==> config.mk <==
export PLATFORM = sky130hd
export DESIGN_NAME = hazard_ctrl
export DESIGN_NICKNAME = d
export VERILOG_FILES = /design/src/rtl/hazard_ctrl.sv
export SDC_FILE = /design/constraint.sdc
export NUM_CORES = 1
export LEC_CHECK = 0
export ABC_AREA = 1
export CAP_MARGIN = 20
export CORE_AREA = 2 2 49 74
export CTS_BUF_LIST = sky130_fd_sc_hd__clkbuf_4
export CTS_CLUSTER_SIZE = 28
export DETAILED_ROUTE_END_ITERATION = 8
export DIE_AREA = 0 0 51 76
export GPL_ROUTABILITY_DRIVEN = 0
export PLACE_DENSITY_LB_ADDON = 0.2
export SYNTH_ARGS = -nofsm -noshare
export SYNTH_HDL_FRONTEND = slang
export SYNTH_SLANG_ARGS = --single-unit
==> constraint.sdc <==
create_clock -name clk -period 4 [get_ports clk]
set_input_delay 0.8 -clock clk [delete_from_list [all_inputs] [get_ports clk]]
set_output_delay 0.8 -clock clk [all_outputs]
set_load 0.01 [all_outputs]
==> src/rtl/hazard_ctrl.sv <==
// Pipeline hazard controller: load-use, jump flush, multi-cycle multiply and memory-busy freeze.
// Optional performance counters are built only when HAZ_PERF_EN is defined.
module hazard_ctrl #(
  parameter int unsigned MUL_LAT = 4
) (
  input  logic        clk,
  input  logic        rst,
  input  logic [4:0]  Raa_id,
  input  logic [4:0]  Rba_id,
  input  logic [4:0]  Rd_ex,
  input  logic        memRead_ex,
  input  logic        jump_ex,
  input  logic        mulStart_ex,
  input  logic        mem_busy,
  output logic        stall_pc,
  output logic        stall_ifid,
  output logic        stall_idie,
  output logic        flush_ifid,
  output logic        flush_idie,
  output logic        bubble_exmem,
  output logic        mul_done,
  output logic [1:0]  state_o,
  output logic [31:0] stall_cnt,
  output logic [31:0] flush_cnt
);

  localparam int unsigned CNT_W = 4;

  typedef enum logic [1:0] {
    RUN = 2'b00,
    MUL = 2'b01
  } state_t;

  state_t             state, state_nx;
  logic [CNT_W-1:0]   cnt, cnt_nx;
  logic               load_use;

  assign load_use = memRead_ex && (Rd_ex != 5'd0) &&
                    ((Rd_ex == Raa_id) || (Rd_ex == Rba_id));

  // Priority: reset > mem_busy > MUL > jump > multiply start > load-use
  always_comb begin
    state_nx     = state;
    cnt_nx       = cnt;
    stall_pc     = 1'b0;
    stall_ifid   = 1'b0;
    stall_idie   = 1'b0;
    flush_ifid   = 1'b0;
    flush_idie   = 1'b0;
    bubble_exmem = 1'b0;
    mul_done     = 1'b0;
    if (rst) begin
      if (mem_busy) begin
        stall_pc   = 1'b1;
        stall_ifid = 1'b1;
        stall_idie = 1'b1;
      end else if (state == MUL) begin
        if (cnt != '0) begin
          stall_pc     = 1'b1;
          stall_ifid   = 1'b1;
          stall_idie   = 1'b1;
          bubble_exmem = 1'b1;
          cnt_nx       = cnt - CNT_W'(1);
        end else begin
          mul_done = 1'b1;
          state_nx = RUN;
        end
      end else if (jump_ex) begin
        flush_ifid = 1'b1;
        flush_idie = 1'b1;
      end else if (mulStart_ex) begin
        stall_pc     = 1'b1;
        stall_ifid   = 1'b1;
        stall_idie   = 1'b1;
        bubble_exmem = 1'b1;
        cnt_nx       = CNT_W'(MUL_LAT - 2);
        state_nx     = MUL;
      end else if (load_use) begin
        stall_pc   = 1'b1;
        stall_ifid = 1'b1;
        flush_idie = 1'b1;
      end
    end
  end

  assign state_o = rst ? state : RUN;

  always_ff @(posedge clk) begin
    if (!rst) begin
      state <= RUN;
      cnt   <= '0;
    end else begin
      state <= state_nx;
      cnt   <= cnt_nx;
    end
  end

`ifdef HAZ_PERF_EN
  logic [31:0] stall_q, flush_q;

  // Saturating event counters
  always_ff @(posedge clk) begin
    if (!rst) begin
      stall_q <= '0;
      flush_q <= '0;
    end else begin
      if (stall_pc && (stall_q != 32'hFFFF_FFFF)) stall_q <= stall_q + 32'd1;
      if (flush_ifid && (flush_q != 32'hFFFF_FFFF)) flush_q <= flush_q + 32'd1;
    end
  end

  assign stall_cnt = rst ? stall_q : 32'd0;
  assign flush_cnt = rst ? flush_q : 32'd0;
`else
  assign stall_cnt = 32'd0;
  assign flush_cnt = 32'd0;
`endif

endmodule

==> results.sh, run 1 <==
export IMPL_drt_pass1_iterations=3
export IMPL_slew_viol_final=0
export IMPL_start_util_pct=33.2
export IMPL_dpl_hpwl_mm=1.63
export IMPL_clk_latency_ps=240
export IMPL_worstPathMaxFanout=4
export IMPL_cap_violations=0
export IMPL_cts_root_buf="clkbuf_4"
export IMPL_drive_gt1_share_pct=4.37
export IMPL_layout_cells_non_filler=248
export IMPL_vias_per_cell=3.49
export IMPL_antenna_found_initial=0
export IMPL_max_freq_ghz=0.296
export IMPL_numCtsBuffers=3
export IMPL_outcome="complete, no violations"
export IMPL_n_antenna_cell=0
export IMPL_io_buffers=28
export IMPL_worst_setup_path_end_kind="output pin"
export IMPL_syn_cell_area_sq_mm=0.00109
export IMPL_cts_tree="built"
export IMPL_cp_required_ps=3200
export IMPL_grt_pass1_wl_mm=2.71
export IMPL_path_class="in2out"
export IMPL_hold_viol=0
export IMPL_core_sq_mm=0.00329
export IMPL_rsz0062_at_grt="no"
export IMPL_path_clk_slew_ps=40
export IMPL_leakage_nw=0.686
export IMPL_finish_utilization_pct=36.3
export IMPL_dp_cells=244
export IMPL_ir_drop_v=0.0000818
export IMPL_cts_sinks=5
export IMPL_wl_per_cell_um=7.31
export IMPL_grt_max_degree=10
export IMPL_ys_types=21
export IMPL_cts_hold_fix_buffers=0
export IMPL_track_usage_pct=8.96
export IMPL_period_minus_slack_ps=3370
export IMPL_drt_total_wl_mm=1.81
export IMPL_die_area_sq_mm=0.00388
export IMPL_grt_pass1_vias=702
export IMPL_cp_start_kind="input port"
export IMPL_hold_class="reg2reg"
export IMPL_die_y_um=76
export IMPL_area_delta_synth_final_pct=9.16
export IMPL_fin_crit_sh_pct=84.3
export IMPL_drc=0
export IMPL_cts_resized=0
export IMPL_ios=94
export IMPL_fin_nets=230
export IMPL_final_fill_count=377
export IMPL_ant_nets=0
export IMPL_synth_seq_area_share_pct=9.16
export IMPL_setup_viol=0
export IMPL_skew_ps=1.34
export IMPL_hold_ws_ps=465
export IMPL_synthCells=177
export IMPL_critPathArrivalTime_ps=2570
export IMPL_die_x_um=51
export IMPL_postCtsSetupRepairBufs=0
export IMPL_powerDensity_mw_per_mm2=182
export IMPL_clock_path_buffers=2
export IMPL_total_power_mw=0.217
export IMPL_overflow=0
export IMPL_synth_area_per_cell_sq_um=6.17
export IMPL_drtIter0Drc=17
export IMPL_yosysWarnings=0
export IMPL_rows=26
export IMPL_ys_ff_latch=5
export IMPL_cts_htree_levels=1
export IMPL_tns_ps=0
export IMPL_num_vias=865
[kinds of logic (layout without fill, tap and decap cells)]
group | Yosys count | count (layout) | synth area share [%]
buffers and inverters | 94 | 59 | 55.3
and+or+nand+nor | 60 | 60 | 23.8
AOI/OAI and AO/OA | 12 | 12 | 6.64
DFF | 5 | 5 | 9.16
xor gates and xnor gates | 3 | 3 | 2.41
adders and majority gates | 2 | 2 | 2.29
other | 1 | 65 | 0.343
[layout make-up]
class	count	area [sq um]	share of cell area, %
clock buffer	4	30.0	2.52
multi-input combinational	142	628	52.7
timing repair buffer	28	280	23.5
tap	42	52.6	4.41
sequential	5	100	8.39
inverter	27	101	8.50
[critical path, cell delays in order]
cell and delay (ps):
clkdlybuf4s50_1 530, inv_1 70, nand2_1 60, nand2_1 40
nor2_1 130, nand3_1 80, nand2_1 70, nand2_1 60
o21ai_1 170, clkdlybuf4s50_1 560
[path summary, 6_finish.rpt]
| check | to | cells after the start | from | slack, ps |
|---|---|---|---|---|
| setup reg to reg | cnt[2]$_SDFFE_PN0P_ | 7 | cnt[0]$_SDFFE_PN0P_ | 2720 |
| hold reg to reg | cnt[0]$_SDFFE_PN0P_ | 2 | cnt[0]$_SDFFE_PN0P_ | 470 |
| hold / removal | cnt[0]$_SDFFE_PN0P_ | 2 | cnt[0]$_SDFFE_PN0P_ | 470 |
| setup / recovery | stall_pc | 10 | Rd_ex[0] | 630 |
[per-layer routing]
layer  share of wire, %  global-route usage, %
met1                 34                   8.32
met2                 53                   17.1
met3                9.8                   1.18
met4                2.3                   5.68
met5                  0                      0
[through the flow]
step	setup WS, ps	area, sq um
global route	374	1190
CTS	579	1190
floorplan	1600	1330
global placement	596	1160
detailed placement	587	1160
finish	627	1190
[cells in the mapped netlist, drive strengths merged]
master | instances | area share (%)
dfxtp | 5 | 9.2
inv | 27 | 9.3
nand2 | 34 | 12
nor4 | 1 | 0.57
xor2 | 1 | 0.80
o21ai | 5 | 2.3
a21oi | 6 | 3.8
conb | 1 | 0.34
nand3 | 8 | 4.1
ha | 2 | 2.3
nand4 | 1 | 0.57
a31oi | 1 | 0.57
xnor2 | 2 | 1.6
buf | 67 | 46
nor2 | 16 | 6.2
[layout by cell type, fill, tap and decap left out]
cell type / synthesis / final
inv_2: 1 / 1
nor4_1: 1 / 1
xnor2_1: 2 / 2
a21oi_1: 5 / 5
nand2_1: 33 / 33
ha_1: 2 / 2
conb_1: 1 / 65
nor2_1: 15 / 15
clkbuf_4: 0 / 4
nand4_1: 1 / 1
xor2_1: 1 / 1
nor2_4: 1 / 1
o21ai_1: 2 / 2
nand2_4: 1 / 1
a21oi_4: 1 / 1
inv_1: 26 / 26
dfxtp_1: 5 / 5
o21ai_0: 3 / 3
clkdlybuf4s50_1: 0 / 28
a31oi_1: 1 / 1
nand3_2: 1 / 1
nand3_1: 7 / 7
[state kept, by name, indices dropped and copies added, names as in the netlist]
signal and flops:
state 1, cnt 4
[report_power, final]
| part | switching (mW) | internal [mW] | total (mW) |
|---|---|---|---|
| clock network | 0.0204 | 0.0444 | 0.0648 |
| registers | 0.00210 | 0.0516 | 0.0537 |
| logic | 0.0601 | 0.0379 | 0.0980 |
Power figures use the tool's default switching activity.
==> run 2: changes to the inputs <==
CORE_AREA = 2 2 50 76   (was 2 2 49 74)
DIE_AREA = 0 0 52 78   (was 0 0 51 76)
clock period = 3.5 ns   (was 4 ns; I/O delays follow)
==> run 2 against run 1 <==
Against the previous run: final cell count unchanged; clock skew about the same; sequential share of layout area unchanged; flip-flop and latch count unchanged; sequential power increased by 14%; largest cell class unchanged.
==> results.sh, run 2 (same netlist as run 1, synthesis figures left out) <==
export IMPL_outcome="complete, no violations"
export IMPL_area_delta_synth_final_pct=9.16
export IMPL_clk_latency_ps=240
export IMPL_crit_path_cell_trace="clkdlybuf4s50_1, inv_1, nand2_1, nand2_1, nor2_1, nand3_1, nand2_1, nand2_1, a21oi_1, clkdlybuf4s50_1"
export IMPL_path_class="in2out"
export IMPL_io_buffers=28
export IMPL_leakage_nw=0.686
export IMPL_fin_crit_sh_pct=91.5
export IMPL_cts_htree_levels=1
export IMPL_crit_top_cell="nand2_1"
export IMPL_path_delay_family="buffers and inverters"
export IMPL_grt_max_degree=10
export IMPL_cp_start_kind="input port"
export IMPL_drive_gt1_share_pct=4.37
export IMPL_largest_reg_flops=4
export IMPL_wl_per_cell_um=7.93
export IMPL_regArea_sq_um=100
export IMPL_fin_nets=230
export IMPL_cts_hold_fix_buffers=0
export IMPL_drt_total_wl_mm=1.97
export IMPL_critPathBufInv=3
export IMPL_drtIter0Drc=7
export IMPL_ir_drop_v=0.0000971
export IMPL_die_y_um=78
export IMPL_final_cell_mix="conb_1 (65), nand2_1 (33), clkdlybuf4s50_1 (28), inv_1 (26), nor2_1 (15)"
export IMPL_grt_pass1_vias=796
export IMPL_path_clk_slew_ps=40
export IMPL_vias_per_cell=3.54
export IMPL_cts_root_buf="clkbuf_4"
export IMPL_cts_sinks=5
export IMPL_worstPathMaxFanout=4
export IMPL_setup_viol=0
export IMPL_hold_class="reg2reg"
export IMPL_overflow=0
export IMPL_postCtsSetupRepairBufs=0
export IMPL_worst_setup_path_end_kind="output pin"
export IMPL_grt_pass1_wl_mm=3.09
export IMPL_track_usage_pct=9.72
export IMPL_critPathArrivalTime_ps=2500
export IMPL_num_vias=878
export IMPL_rsz0062_at_grt="no"
export IMPL_max_freq_ghz=0.312
export IMPL_ant_nets=0
export IMPL_layout_commonest_cell="conb_1"
export IMPL_cap_violations=0
export IMPL_cp_required_ps=2800
export IMPL_period_minus_slack_ps=3200
export IMPL_multi_input_area_sq_um=628
export IMPL_ios=94
export IMPL_rows=26
export IMPL_skew_ps=1.13
export IMPL_cts_tree="built"
export IMPL_numCtsBuffers=3
export IMPL_drc=0
export IMPL_core_sq_mm=0.00335
export IMPL_regMostFlops="cnt"
export IMPL_clock_path_buffers=2
export IMPL_powerDensity_mw_per_mm2=207
export IMPL_hold_viol=0
export IMPL_tns_ps=0
export IMPL_slowest_stage="clkdlybuf4s50_1"
export IMPL_cts_resized=0
export IMPL_dpl_hpwl_mm=1.79
export IMPL_total_power_mw=0.247
export IMPL_die_area_sq_mm=0.00406
export IMPL_final_fill_count=394
export IMPL_n_antenna_cell=0
export IMPL_slew_viol_final=0
export IMPL_critPathMaxStageDelay_ps=570
export IMPL_drt_pass1_iterations=4
export IMPL_top_regs="cnt (4), state (1)"
export IMPL_die_x_um=52
export IMPL_start_util_pct=32.6
export IMPL_antenna_found_initial=0
## run 2: cell counts in the layout (fill, tap and decap cells not counted)
Identical to the previous run, type by type.
## run 2: routing by layer
layer | GRT usage [%] | wire length, um | vias up
met2 | 18.9 | 1090 | 57
li1 | - | - | 459
met4 | 3.95 | 0 | 0
met3 | 1.35 | 192 | 0
met5 | 0 | 0 | -
met1 | 9.67 | 689 | 362
## run 2: report_power, final
group	leakage [nW]	total [mW]	switching, mW	internal [mW]
registers	0.0406	0.0613	0.00234	0.0590
logic	0.627	0.113	0.0698	0.0433
clock network	0.0184	0.0724	0.0217	0.0507
## run 2: worst paths after layout
path | from | end | slack, ps | cells past startpoint
max reg2reg | cnt[0]$_SDFFE_PN0P_ | cnt[3]$_SDFFE_PN0P_ | 2210 | 8
min | cnt[0]$_SDFFE_PN0P_ | cnt[0]$_SDFFE_PN0P_ | 470 | 2
max | Rd_ex[0] | flush_idie | 300 | 10
min reg2reg | cnt[0]$_SDFFE_PN0P_ | cnt[0]$_SDFFE_PN0P_ | 470 | 2
## run 2: area by class of cell
| type | instances | area share (%) |
|---|---|---|
| Inverter | 27 | 8.50 |
| Clock buffer | 4 | 2.52 |
| Sequential cell | 5 | 8.39 |
| Timing Repair Buffer | 28 | 23.5 |
| Tap cell | 42 | 4.41 |
| Multi-Input combinational cell | 142 | 52.7 |
## run 2: worst reg2reg max path: cells and delay by family, from the launching register on
| kind | cells | cell delay, ps |
|---|---|---|
| flops | 1 | 320 |
| simple gates | 4 | 330 |
| compound gates | 1 | 140 |
| buf+inv | 2 | 140 |
| fa+ha+maj | 1 | 240 |
## run 2: stage by stage
| stage | util, % | worst slack (ps) | area (sq um) | cells | hold WS (ps) |
|---|---|---|---|---|---|
| after floorplan | - | 1300 | 1330 | 241 | 444 |
| after global placement | 34.7 | 290 | 1160 | 244 | 464 |
| after detailed placement | 34.7 | 322 | 1160 | 244 | 468 |
| after CTS | 35.6 | 307 | 1190 | 248 | 470 |
| after global routing | 35.6 | 62.6 | 1190 | 248 | 491 |
| final | 35.6 | 298 | 1190 | 248 | 468 |
==> run 3: changes to the inputs <==
CORE_AREA = 2 2 57 86   (was 2 2 50 76)
DIE_AREA = 0 0 59 88   (was 0 0 52 78)
==> run 3 against run 2 <==
Against the previous run: count of clock-buffer cells in the layout stayed put; maximum frequency is 1.0% higher; final cell count is 2.4% higher; worst hold slack worse by 0.94 ps; critical path type unchanged; largest cell class unchanged; combinational power hardly changed.
==> results.sh, run 3 (same netlist as run 1, synthesis figures left out) <==
export IMPL_critPathMaxStageDelay_ps=570
export IMPL_max_freq_ghz=0.315
export IMPL_io_buffers=28
export IMPL_numCtsBuffers=3
export IMPL_clock_path_buffers=2
export IMPL_regMostFlops="cnt"
export IMPL_grt_pass1_vias=738
export IMPL_overflow=0
export IMPL_layout_commonest_cell="conb_1"
export IMPL_dp_cells=250
export IMPL_dpl_hpwl_mm=1.78
export IMPL_die_x_um=59
export IMPL_p_switching_mw=0.0996
export IMPL_worst_setup_path_end_kind="output pin"
export IMPL_rsz0062_at_grt="no"
export IMPL_placed_area_sq_mm=0.00117
export IMPL_dp_slack_ps=306
export IMPL_start_util_pct=24.7
export IMPL_path_delay_family="buffers and inverters"
export IMPL_internal_power_mw=0.153
export IMPL_path_class="in2out"
export IMPL_period_minus_slack_ps=3170
export IMPL_fin_nets=230
export IMPL_power_frac_comb_pct=44.6
export IMPL_cts_hold_fix_buffers=0
export IMPL_worstPathMaxFanout=3
export IMPL_worst_slack_ps=330
export IMPL_die_y_um=88
export IMPL_ios=94
export IMPL_cp_start_kind="input port"
export IMPL_hold_viol=0
export IMPL_cp_required_ps=2800
export IMPL_critPathBufInv=3
export IMPL_path_clk_slew_ps=40
export IMPL_cap_violations=0
export IMPL_cts_root_buf="clkbuf_4"
export IMPL_area_delta_synth_final_pct=9.85
export IMPL_antenna_found_initial=0
export IMPL_postCtsSetupRepairBufs=0
export IMPL_ir_drop_v=0.0000575
export IMPL_drc=0
export IMPL_pwr_share_clk_pct=31.2
export IMPL_die_area_sq_mm=0.00519
export IMPL_skew_ps=5.92
export IMPL_clk_latency_ps=250
export IMPL_slowest_stage="clkdlybuf4s50_1"
export IMPL_swShare_pct=39.4
export IMPL_drtIter0Drc=30
export IMPL_crit_top_cell="nand2_1"
export IMPL_layout_cells_non_filler=254
export IMPL_drt_pass1_iterations=4
export IMPL_core_sq_mm=0.00443
export IMPL_drive_gt1_share_pct=4.37
export IMPL_powerDensity_mw_per_mm2=211
export IMPL_cts_tree="built"
export IMPL_cts_resized=0
export IMPL_largest_reg_flops=4
export IMPL_vias_per_cell=3.48
export IMPL_grt_pass1_wl_mm=3.02
export IMPL_drt_total_wl_mm=2.02
export IMPL_tns_ps=0
export IMPL_grt_max_degree=10
export IMPL_fin_crit_sh_pct=90.6
export IMPL_critPathArrivalTime_ps=2470
export IMPL_hold_class="reg2reg"
export IMPL_setup_viol=0
export IMPL_wl_per_cell_um=7.96
export IMPL_rows=30
export IMPL_cts_sinks=5
export IMPL_n_antenna_cell=0
export IMPL_stdcell_area_sq_mm=0.00120
export IMPL_leakage_nw=0.686
export IMPL_hold_ws_ps=467
export IMPL_final_cell_mix="conb_1 (65), nand2_1 (33), clkdlybuf4s50_1 (28), inv_1 (26), nor2_1 (15)"
export IMPL_seqPwrFrac_pct=24.2
export IMPL_num_vias=885
export IMPL_slew_viol_final=0
export IMPL_outcome="complete, no violations"
export IMPL_ant_nets=0
export IMPL_track_usage_pct=7.59
export IMPL_crit_path_cell_trace="clkdlybuf4s50_1, inv_1, nand2_1, nand2_1, nor2_1, nand3_1, nand2_1, nand2_1, o21ai_1, clkdlybuf4s50_1"
export IMPL_top_regs="cnt (4), state (1)"
export IMPL_cts_htree_levels=1
run 3: cell counts in the layout (fill, tap and decap cells not counted):
Identical to the previous run, type by type.
run 3: layer usage:
metal	wire, um	part of all wire [%]	up-vias	global-route usage, %
met1	697	34	364	7.22
li1	-	-	457	-
met2	1050	52	59	14.6
met5	0	0	-	0
met4	40	2.0	0	4.34
met3	231	11	5	1.33
run 3: final timing paths:
kind | from | endpoint | slack (ps) | depth (start not counted)
hold reg to reg | cnt[0]$_SDFFE_PN0P_ | cnt[0]$_SDFFE_PN0P_ | 470 | 2
setup / recovery | Rd_ex[3] | stall_pc | 330 | 10
setup reg to reg | cnt[0]$_SDFFE_PN0P_ | cnt[1]$_SDFFE_PN0P_ | 2180 | 8
hold / removal | cnt[0]$_SDFFE_PN0P_ | cnt[0]$_SDFFE_PN0P_ | 470 | 2
run 3: final cells by class:
class / instances / area, sq um
tap: 48 / 60.1
sequential: 5 / 100
fill: 515 / 3230
multi-input combinational: 142 / 628
timing repair buffer: 28 / 280
inverter: 27 / 101
clock buffer: 4 / 30.0
run 3: stage by stage:
stage,power (mW),util [%]
2_1_floorplan,0.186,-
3_3_place_gp,0.175,26.4
3_5_place_dp,0.174,26.4
4_1_cts,0.256,27.1
5_1_grt,0.273,27.1
6_report,0.253,27.1
run 3: power groups by stage:
stage          registers, mW  logic (mW)  clock network, mW
2_1_floorplan         0.0606       0.126                  0
3_3_place_gp          0.0624       0.113                  0
3_5_place_dp          0.0623       0.112                  0
4_1_cts               0.0612       0.113             0.0822
5_1_grt               0.0614       0.127             0.0837
6_report              0.0612       0.113             0.0790
run 3: tightest hold or removal path, cell delays in order (launching register included):
cell and delay (ps):
dfxtp_1 300, nand2_1 60, a21oi_1 60
